### config.mk
export PLATFORM = sky130hd
export DESIGN_NAME = gray_code_pipe
export DESIGN_NICKNAME = d
export VERILOG_FILES = /design/src/rtl/gray_code_pkg.sv /design/src/rtl/gray_pipe_stage.sv /design/src/rtl/gray_code_pipe.sv
export SDC_FILE = /design/constraint.sdc
export NUM_CORES = 1
export LEC_CHECK = 0
export ABC_AREA = 1
export CAP_MARGIN = 20
export CELL_PAD_IN_SITES_DETAIL_PLACEMENT = 0
export CELL_PAD_IN_SITES_GLOBAL_PLACEMENT = 1
export CORE_UTILIZATION = 39
export DETAILED_ROUTE_END_ITERATION = 8
export PLACE_DENSITY_LB_ADDON = 0.1
export SYNTH_ARGS = -nofsm -noshare
export SYNTH_HDL_FRONTEND = slang
export SYNTH_SLANG_ARGS = --single-unit
export TNS_END_PERCENT = 100
### constraint.sdc
create_clock -name clk -period 2.56 [get_ports clk]
set_clock_uncertainty 0.05 [all_clocks]
set_input_delay 0.512 -clock clk [delete_from_list [all_inputs] [get_ports clk]]
set_output_delay 0.512 -clock clk [all_outputs]
set_load 0.01 [all_outputs]
### src/rtl/gray_code_pkg.sv
// Shared types and helpers for the pipelined Gray/binary converter.
package gray_code_pkg;

    // Widest supported code word. Stage payloads are sized for this width;
    // narrower instances leave the upper bits at zero.
    localparam int MAX_W = 32;

    localparam logic MODE_G2B = 1'b0;
    localparam logic MODE_B2G = 1'b1;

    // Payload carried between stages. While a Gray word is being decoded,
    // data holds the already resolved binary bits and pend holds the Gray
    // bits that are still waiting to be resolved.
    typedef struct packed {
        logic [MAX_W-1:0] data;
        logic [MAX_W-1:0] pend;
        logic             mode;
        logic             adj_err;
    } stage_pl_t;

    // Works for any width up to MAX_W as long as the unused upper bits are zero.
    function automatic logic [MAX_W-1:0] bin2gray(input logic [MAX_W-1:0] b);
        return b ^ (b >> 1);
    endfunction

    // Clearing the lowest set bit leaves something only if two or more were set.
    function automatic logic popcount_gt1(input logic [MAX_W-1:0] x);
        return (x & (x - MAX_W'(1))) != '0;
    endfunction

endpackage

### src/rtl/gray_pipe_stage.sv
// One pipeline stage: resolves Gray bits HI..LO (MSB first) and owns its
// valid bit. The first stage also performs the whole binary-to-Gray step.
module gray_pipe_stage
    import gray_code_pkg::*;
#(
    parameter int HI    = 0,
    parameter int LO    = 0,
    parameter bit FIRST = 1'b0
) (
    input  logic      clk_i,
    input  logic      rst_i,
    input  logic      up_valid_i,
    input  stage_pl_t up_pl_i,
    input  logic      dn_adv_i,
    output logic      adv_o,
    output logic      valid_o,
    output stage_pl_t pl_o
);

    logic          valid_q;
    stage_pl_t     pl_q;
    stage_pl_t     pl_d;
    logic [MAX_W:0] bx;

    // A stage may take a new word when it is empty or its word moves on.
    assign adv_o   = !valid_q || dn_adv_i;
    assign valid_o = valid_q;
    assign pl_o    = pl_q;

    // Resolve this stage's slice of the prefix XOR chain; bx[MAX_W] is the
    // zero above the MSB, so the top bit needs no special case.
    always_comb begin
        pl_d = up_pl_i;
        bx   = {1'b0, up_pl_i.data};
        if (up_pl_i.mode == MODE_G2B) begin
            for (int i = MAX_W - 1; i >= 0; i--) begin
                if (i >= LO && i <= HI) begin
                    bx[i]        = bx[i+1] ^ up_pl_i.pend[i];
                    pl_d.pend[i] = 1'b0;
                end
            end
            pl_d.data = bx[MAX_W-1:0];
        end else if (FIRST) begin
            pl_d.data = bin2gray(up_pl_i.data);
        end
    end

    // Stage register; payload only loads with a real word so a stalled or
    // drained output keeps its last value.
    always_ff @(posedge clk_i) begin
        if (rst_i) begin
            valid_q <= 1'b0;
            pl_q    <= '0;
        end else if (adv_o) begin
            valid_q <= up_valid_i;
            if (up_valid_i) begin
                pl_q <= pl_d;
            end
        end
    end

endmodule

### src/rtl/gray_code_pipe.sv
// Pipelined Gray<->binary converter with valid/ready flow control and a
// Gray-adjacency monitor on the decode direction.
module gray_code_pipe
    import gray_code_pkg::*;
#(
    parameter int WIDTH     = 4,
    parameter int STAGES    = 2,
    parameter bit CHECK_ADJ = 1'b1
) (
    input  logic             clk,
    input  logic             rst,
    input  logic             in_valid,
    output logic             in_ready,
    input  logic [WIDTH-1:0] in_data,
    input  logic             in_mode,
    output logic             out_valid,
    input  logic             out_ready,
    output logic [WIDTH-1:0] out_data,
    output logic             out_mode,
    output logic             out_adj_err,
    output logic [7:0]       err_count
);

    localparam int SLICE = (WIDTH + STAGES - 1) / STAGES;

    logic [STAGES-1:0] stg_valid;
    logic [STAGES-1:0] stg_adv;
    logic [STAGES-1:0] dn_adv;
    stage_pl_t         stg_pl [STAGES];
    stage_pl_t         in_pl;
    logic              accept;
    logic              adj_flag;
    logic              unused_ok;

    assign in_ready = stg_adv[0];
    assign accept   = in_valid && in_ready;

    // Format the incoming word: Gray goes to pend for decoding, binary to data.
    always_comb begin
        in_pl         = '0;
        in_pl.mode    = in_mode;
        in_pl.adj_err = adj_flag;
        if (in_mode == MODE_G2B) begin
            in_pl.pend = MAX_W'(in_data);
        end else begin
            in_pl.data = MAX_W'(in_data);
        end
    end

    // Downstream of stage k advances if the output is taken or any later
    // stage has a hole; flattened from the valid bits to avoid a ready chain.
    always_comb begin
        for (int k = 0; k < STAGES; k++) begin
            dn_adv[k] = out_ready;
            for (int j = k + 1; j < STAGES; j++) begin
                if (!stg_valid[j]) begin
                    dn_adv[k] = 1'b1;
                end
            end
        end
    end

    for (genvar k = 0; k < STAGES; k++) begin : g_stage
        localparam int HI     = WIDTH - 1 - k * SLICE;
        localparam int LO_RAW = WIDTH - (k + 1) * SLICE;
        localparam int LO     = (k == STAGES - 1 || LO_RAW < 0) ? 0 : LO_RAW;
        if (k == 0) begin : g_first
            gray_pipe_stage #(.HI(HI), .LO(LO), .FIRST(1'b1)) u_stage (
                .clk_i      (clk),
                .rst_i      (rst),
                .up_valid_i (in_valid),
                .up_pl_i    (in_pl),
                .dn_adv_i   (dn_adv[k]),
                .adv_o      (stg_adv[k]),
                .valid_o    (stg_valid[k]),
                .pl_o       (stg_pl[k])
            );
        end else begin : g_next
            gray_pipe_stage #(.HI(HI), .LO(LO), .FIRST(1'b0)) u_stage (
                .clk_i      (clk),
                .rst_i      (rst),
                .up_valid_i (stg_valid[k-1]),
                .up_pl_i    (stg_pl[k-1]),
                .dn_adv_i   (dn_adv[k]),
                .adv_o      (stg_adv[k]),
                .valid_o    (stg_valid[k]),
                .pl_o       (stg_pl[k])
            );
        end
    end

    assign out_valid   = stg_valid[STAGES-1];
    assign out_data    = stg_pl[STAGES-1].data[WIDTH-1:0];
    assign out_mode    = stg_pl[STAGES-1].mode;
    assign out_adj_err = stg_pl[STAGES-1].adj_err;

    if (CHECK_ADJ) begin : g_adj
        logic [WIDTH-1:0] prev_q, prev_d;
        logic             hist_q, hist_d;
        logic [7:0]       err_cnt_q, err_cnt_d;

        // Flag a multi-bit jump against the last accepted Gray word; binary
        // words are never flagged and leave the history alone.
        always_comb begin
            prev_d   = prev_q;
            hist_d   = hist_q;
            adj_flag = (in_mode == MODE_G2B) && hist_q &&
                       popcount_gt1(MAX_W'(in_data ^ prev_q));
            if (accept && in_mode == MODE_G2B) begin
                prev_d = in_data;
                hist_d = 1'b1;
            end
        end

        // Count flagged words as they leave, saturating at all-ones.
        always_comb begin
            err_cnt_d = err_cnt_q;
            if (out_valid && out_ready && out_adj_err && err_cnt_q != 8'hFF) begin
                err_cnt_d = err_cnt_q + 8'd1;
            end
        end

        // Monitor history and error counter registers.
        always_ff @(posedge clk) begin
            if (rst) begin
                prev_q    <= '0;
                hist_q    <= 1'b0;
                err_cnt_q <= '0;
            end else begin
                prev_q    <= prev_d;
                hist_q    <= hist_d;
                err_cnt_q <= err_cnt_d;
            end
        end

        assign err_count = err_cnt_q;
    end else begin : g_no_adj
        assign adj_flag  = 1'b0;
        assign err_count = '0;
    end

    // Later stages' own advance outputs and the last stage's spare payload
    // bits have no consumer at this level.
    assign unused_ok = ^{stg_adv, stg_pl[STAGES-1].pend, stg_pl[STAGES-1].data};

endmodule

==> results by group, run 1 <==
Yosys
  – Top cells by area, synth: dfxtp_1 43%, nand2_1 12%, a21oi_1 6.4%
  – Sequential area share after synthesis: 43.4%
  – Yosys top cell area share: 43.4%
  – Unique masters post-synth: 25
  – Mapped Area: 1340 um2
  – Post-synth top area cell: dfxtp_1
  – Yosys warns: 0
  – Syn avg cell area: 7.52 um2
  – Mapped Cells: 178
  – Post-Synthesis Net Count: 188
  – #FFs+latches synth: 29

Clocking
  – H-tree levels: 2
  – Clk Tree Root Cell: clkbuf_4
  – Worst-skew pair later-pin latency: 0.32 ns
  – # clock sinks: 29
  – Cts repair resizes: 0
  – Num CTS Buffers: 5
  – Post-CTS setup buffers: 0
  – Hold buffer count at cts: 0
  – TritonCTS clock tree: done
  – Clk buf depth: 2
  – Clock-pin slew on the worst setup and hold paths: 0.09 ns

Detailed routing
  – Pre-antenna DRT Iters: 4
  – DR vias/cell: 4.72
  – Antenna Nets Post-Route: 0
  – WL final: 2740 um
  – Wire per inst: 10.8 um
  – # DRC: 0
  – Detailed router's first-iteration violation count: 26
  – Vias: 1,194

Global routing
  – Total grt overflow: 0
  – Largest net degree at the start of global routing: 19
  – First-pass GRT wire length: 4490 um
  – Initial antenna violation count: 0
  – GRT Total Usage: 17.0%
  – Vias in the first global route: 1,059

Critical path
  – Slowest stage cell, crit path: clkdlybuf4s50_1
  – Cell Chain, Critical Path: clkdlybuf4s50_1 > inv_2 > nand3_2 > clkdlybuf4s50_1
  – Worst setup SP type: input port
  – CP Max Fanout: 3
  – Crit-path most repeated cell: clkdlybuf4s50_1
  – Critical Path RT: 2.00 ns
  – CP max stage delay: 0.54 ns
  – Worst EP arrival: 1.67 ns
  – Element type at the critical path end: output pin
  – Setup CP Type: input port to output pin
  – FF-to-FF setup slack: 1.07 ns

Final layout
  – Finished Cell Area: 1670 um2
  – # diodes: 0
  – Commonest non-fill, non-tap cell in the layout: nand2_1
  – P&R area growth vs syn: 25.0%
  – Final nets: 218
  – Most frequent cells in the layout: 43 x nand2_1, 29 x dfxtp_1, 24 x clkdlybuf4s50_1
  – Finished Layout Cells: 253
  – Fraction of layout cells with a size suffix above 1: 11.0%

Hold path
  – HP Class: flip-flop to flip-flop

Placed design
  – Placed Cells incl. Taps: 245
  – Post-DP HPWL: 2020 um
  – GPL Wtd Cong: 0.733
  – Dpl cell area: 1620 um2
  – PortBufs: 24

Floorplanning
  – Core Box Area: 3150 um2
  – Row cnt: 20
  – I/O pin count: 25
  – Die span in y: 60.6 um
  – Starting Density: 42.5%
  – Die area: 3670 um2
  – Die Wd: 60.6 um

Timing
  – RSZ-0062 raised after global routing: no
  – Final Setup Violations: 0
  – Tcrit/Tclk final: 87.2%
  – Fin Setup TNS: 0 ns
  – Pins over their slew limit: 0
  – Min cycle time layout: 2.23 ns
  – Final Hold Viols: 0
  – Maximum clock rate: 448 MHz
  – Slew HR: 65.9%
  – Worst Max-Slew Pin Slew: 0.511 ns

Power and ir drop
  – Leak: 0.663 nW
  – Max VDD drop: 0.000245 V
  – PD cells: 514 nW/um2

Outcome
  – Outcome: complete, no violations

Flow run
  – Max cap viols: 0
critical path: cells and delay by family:
family	cells	cell delay, ns
and+or+nand+nor	1	0.09
buffers and inverters	3	1.06
flip-flops by register name, summed over array words and instances, names as in the netlist:
register	count
err_count	8
g_adj.hist_q	1
g_stage.g_next.u_stage.pl_o	6
g_stage.g_next.u_stage.valid_o	1
g_stage.g_first.u_stage.pl_o	8
g_stage.g_first.u_stage.valid_o	1
g_adj.prev_q	4
cells in the mapped netlist:
cell and n:
a31oi_1 2, a21oi_1 17, o31ai_1 1, xor2_1 6
a211oi_1 1, inv_4 1, xnor2_1 2, nand3_2 4
o21ai_0 14, ha_1 1, clkbuf_1 1, inv_1 16
nand4_1 1, nor2_4 2, dfxtp_1 29, buf_8 1
nand3_1 9, nor2_1 19, nor2_2 1, nand2_1 43
nand2_4 2, nor3_2 1, nand2_2 2, or2_2 1
inv_2 1
power breakdown:
part | switching (mW) | internal [mW]
Combinational | 0.0612 | 0.0515
Clock | 0.160 | 0.104
Sequential | 0.0122 | 0.472
Total | 0.233 | 0.628
routing by layer:
metal  GRT usage, %  share of wire (%)
met1           20.9                 51
met3           6.40                3.4
met4           7.47               0.77
met2           26.5                 45
met5              0                  0
cell type report:
cell class	count	area (um2)
fillers	324	1480
flip-flops and latches	29	581
clock buffers	6	41.3
well taps	44	55.1
clock inverters	2	10.0
inverters	18	70.1
repair buffers	25	248
multi-input cells	129	669
worst paths after layout:
check	from	endpoint	cells past startpoint
max	out_ready	in_ready	4
min	g_adj.hist_q	g_adj.hist_q	2
max reg2reg	err_count[0]	err_count[0]	9
min reg2reg	g_adj.hist_q	g_adj.hist_q	2
through the flow:
step           hold slack (ns)  utilization (%)  setup slack [ns]  total power, mW
2_1_floorplan            0.386                -              1.16            0.560
3_3_place_gp             0.397             51.5             0.336            0.605
5_1_grt                  0.445             53.1             0.271            0.916
3_5_place_dp             0.402             51.5             0.322            0.608
6_report                 0.412             53.1             0.328            0.861
4_1_cts                  0.417             53.1             0.324            0.876
cells by family (layout without fill, tap and decap cells):
logic type / Yosys count / in the layout / synth area share, %
buffers and inverters: 20 / 51 / 6.64
adders and majority gates: 1 / 1 / 0.934
AOI/OAI and AO/OA: 35 / 35 / 13.6
xor gates and xnor gates: 8 / 8 / 5.23
and+or+nand+nor: 85 / 85 / 30.2
DFF: 29 / 29 / 43.4
Power figures use the tool's default switching activity.
==> run 2, diff against run 1 <==
--- a/config.mk
+++ b/config.mk
@@ -9,6 +9,7 @@
 export CAP_MARGIN = 20
 export CELL_PAD_IN_SITES_DETAIL_PLACEMENT = 0
 export CELL_PAD_IN_SITES_GLOBAL_PLACEMENT = 1
+export CORE_MARGIN = 1
 export CORE_UTILIZATION = 39
 export DETAILED_ROUTE_END_ITERATION = 8
 export PLACE_DENSITY_LB_ADDON = 0.1
==> results of run 2 <==
Same layout as run 1: the final DEF is identical, and so are final timing and power.
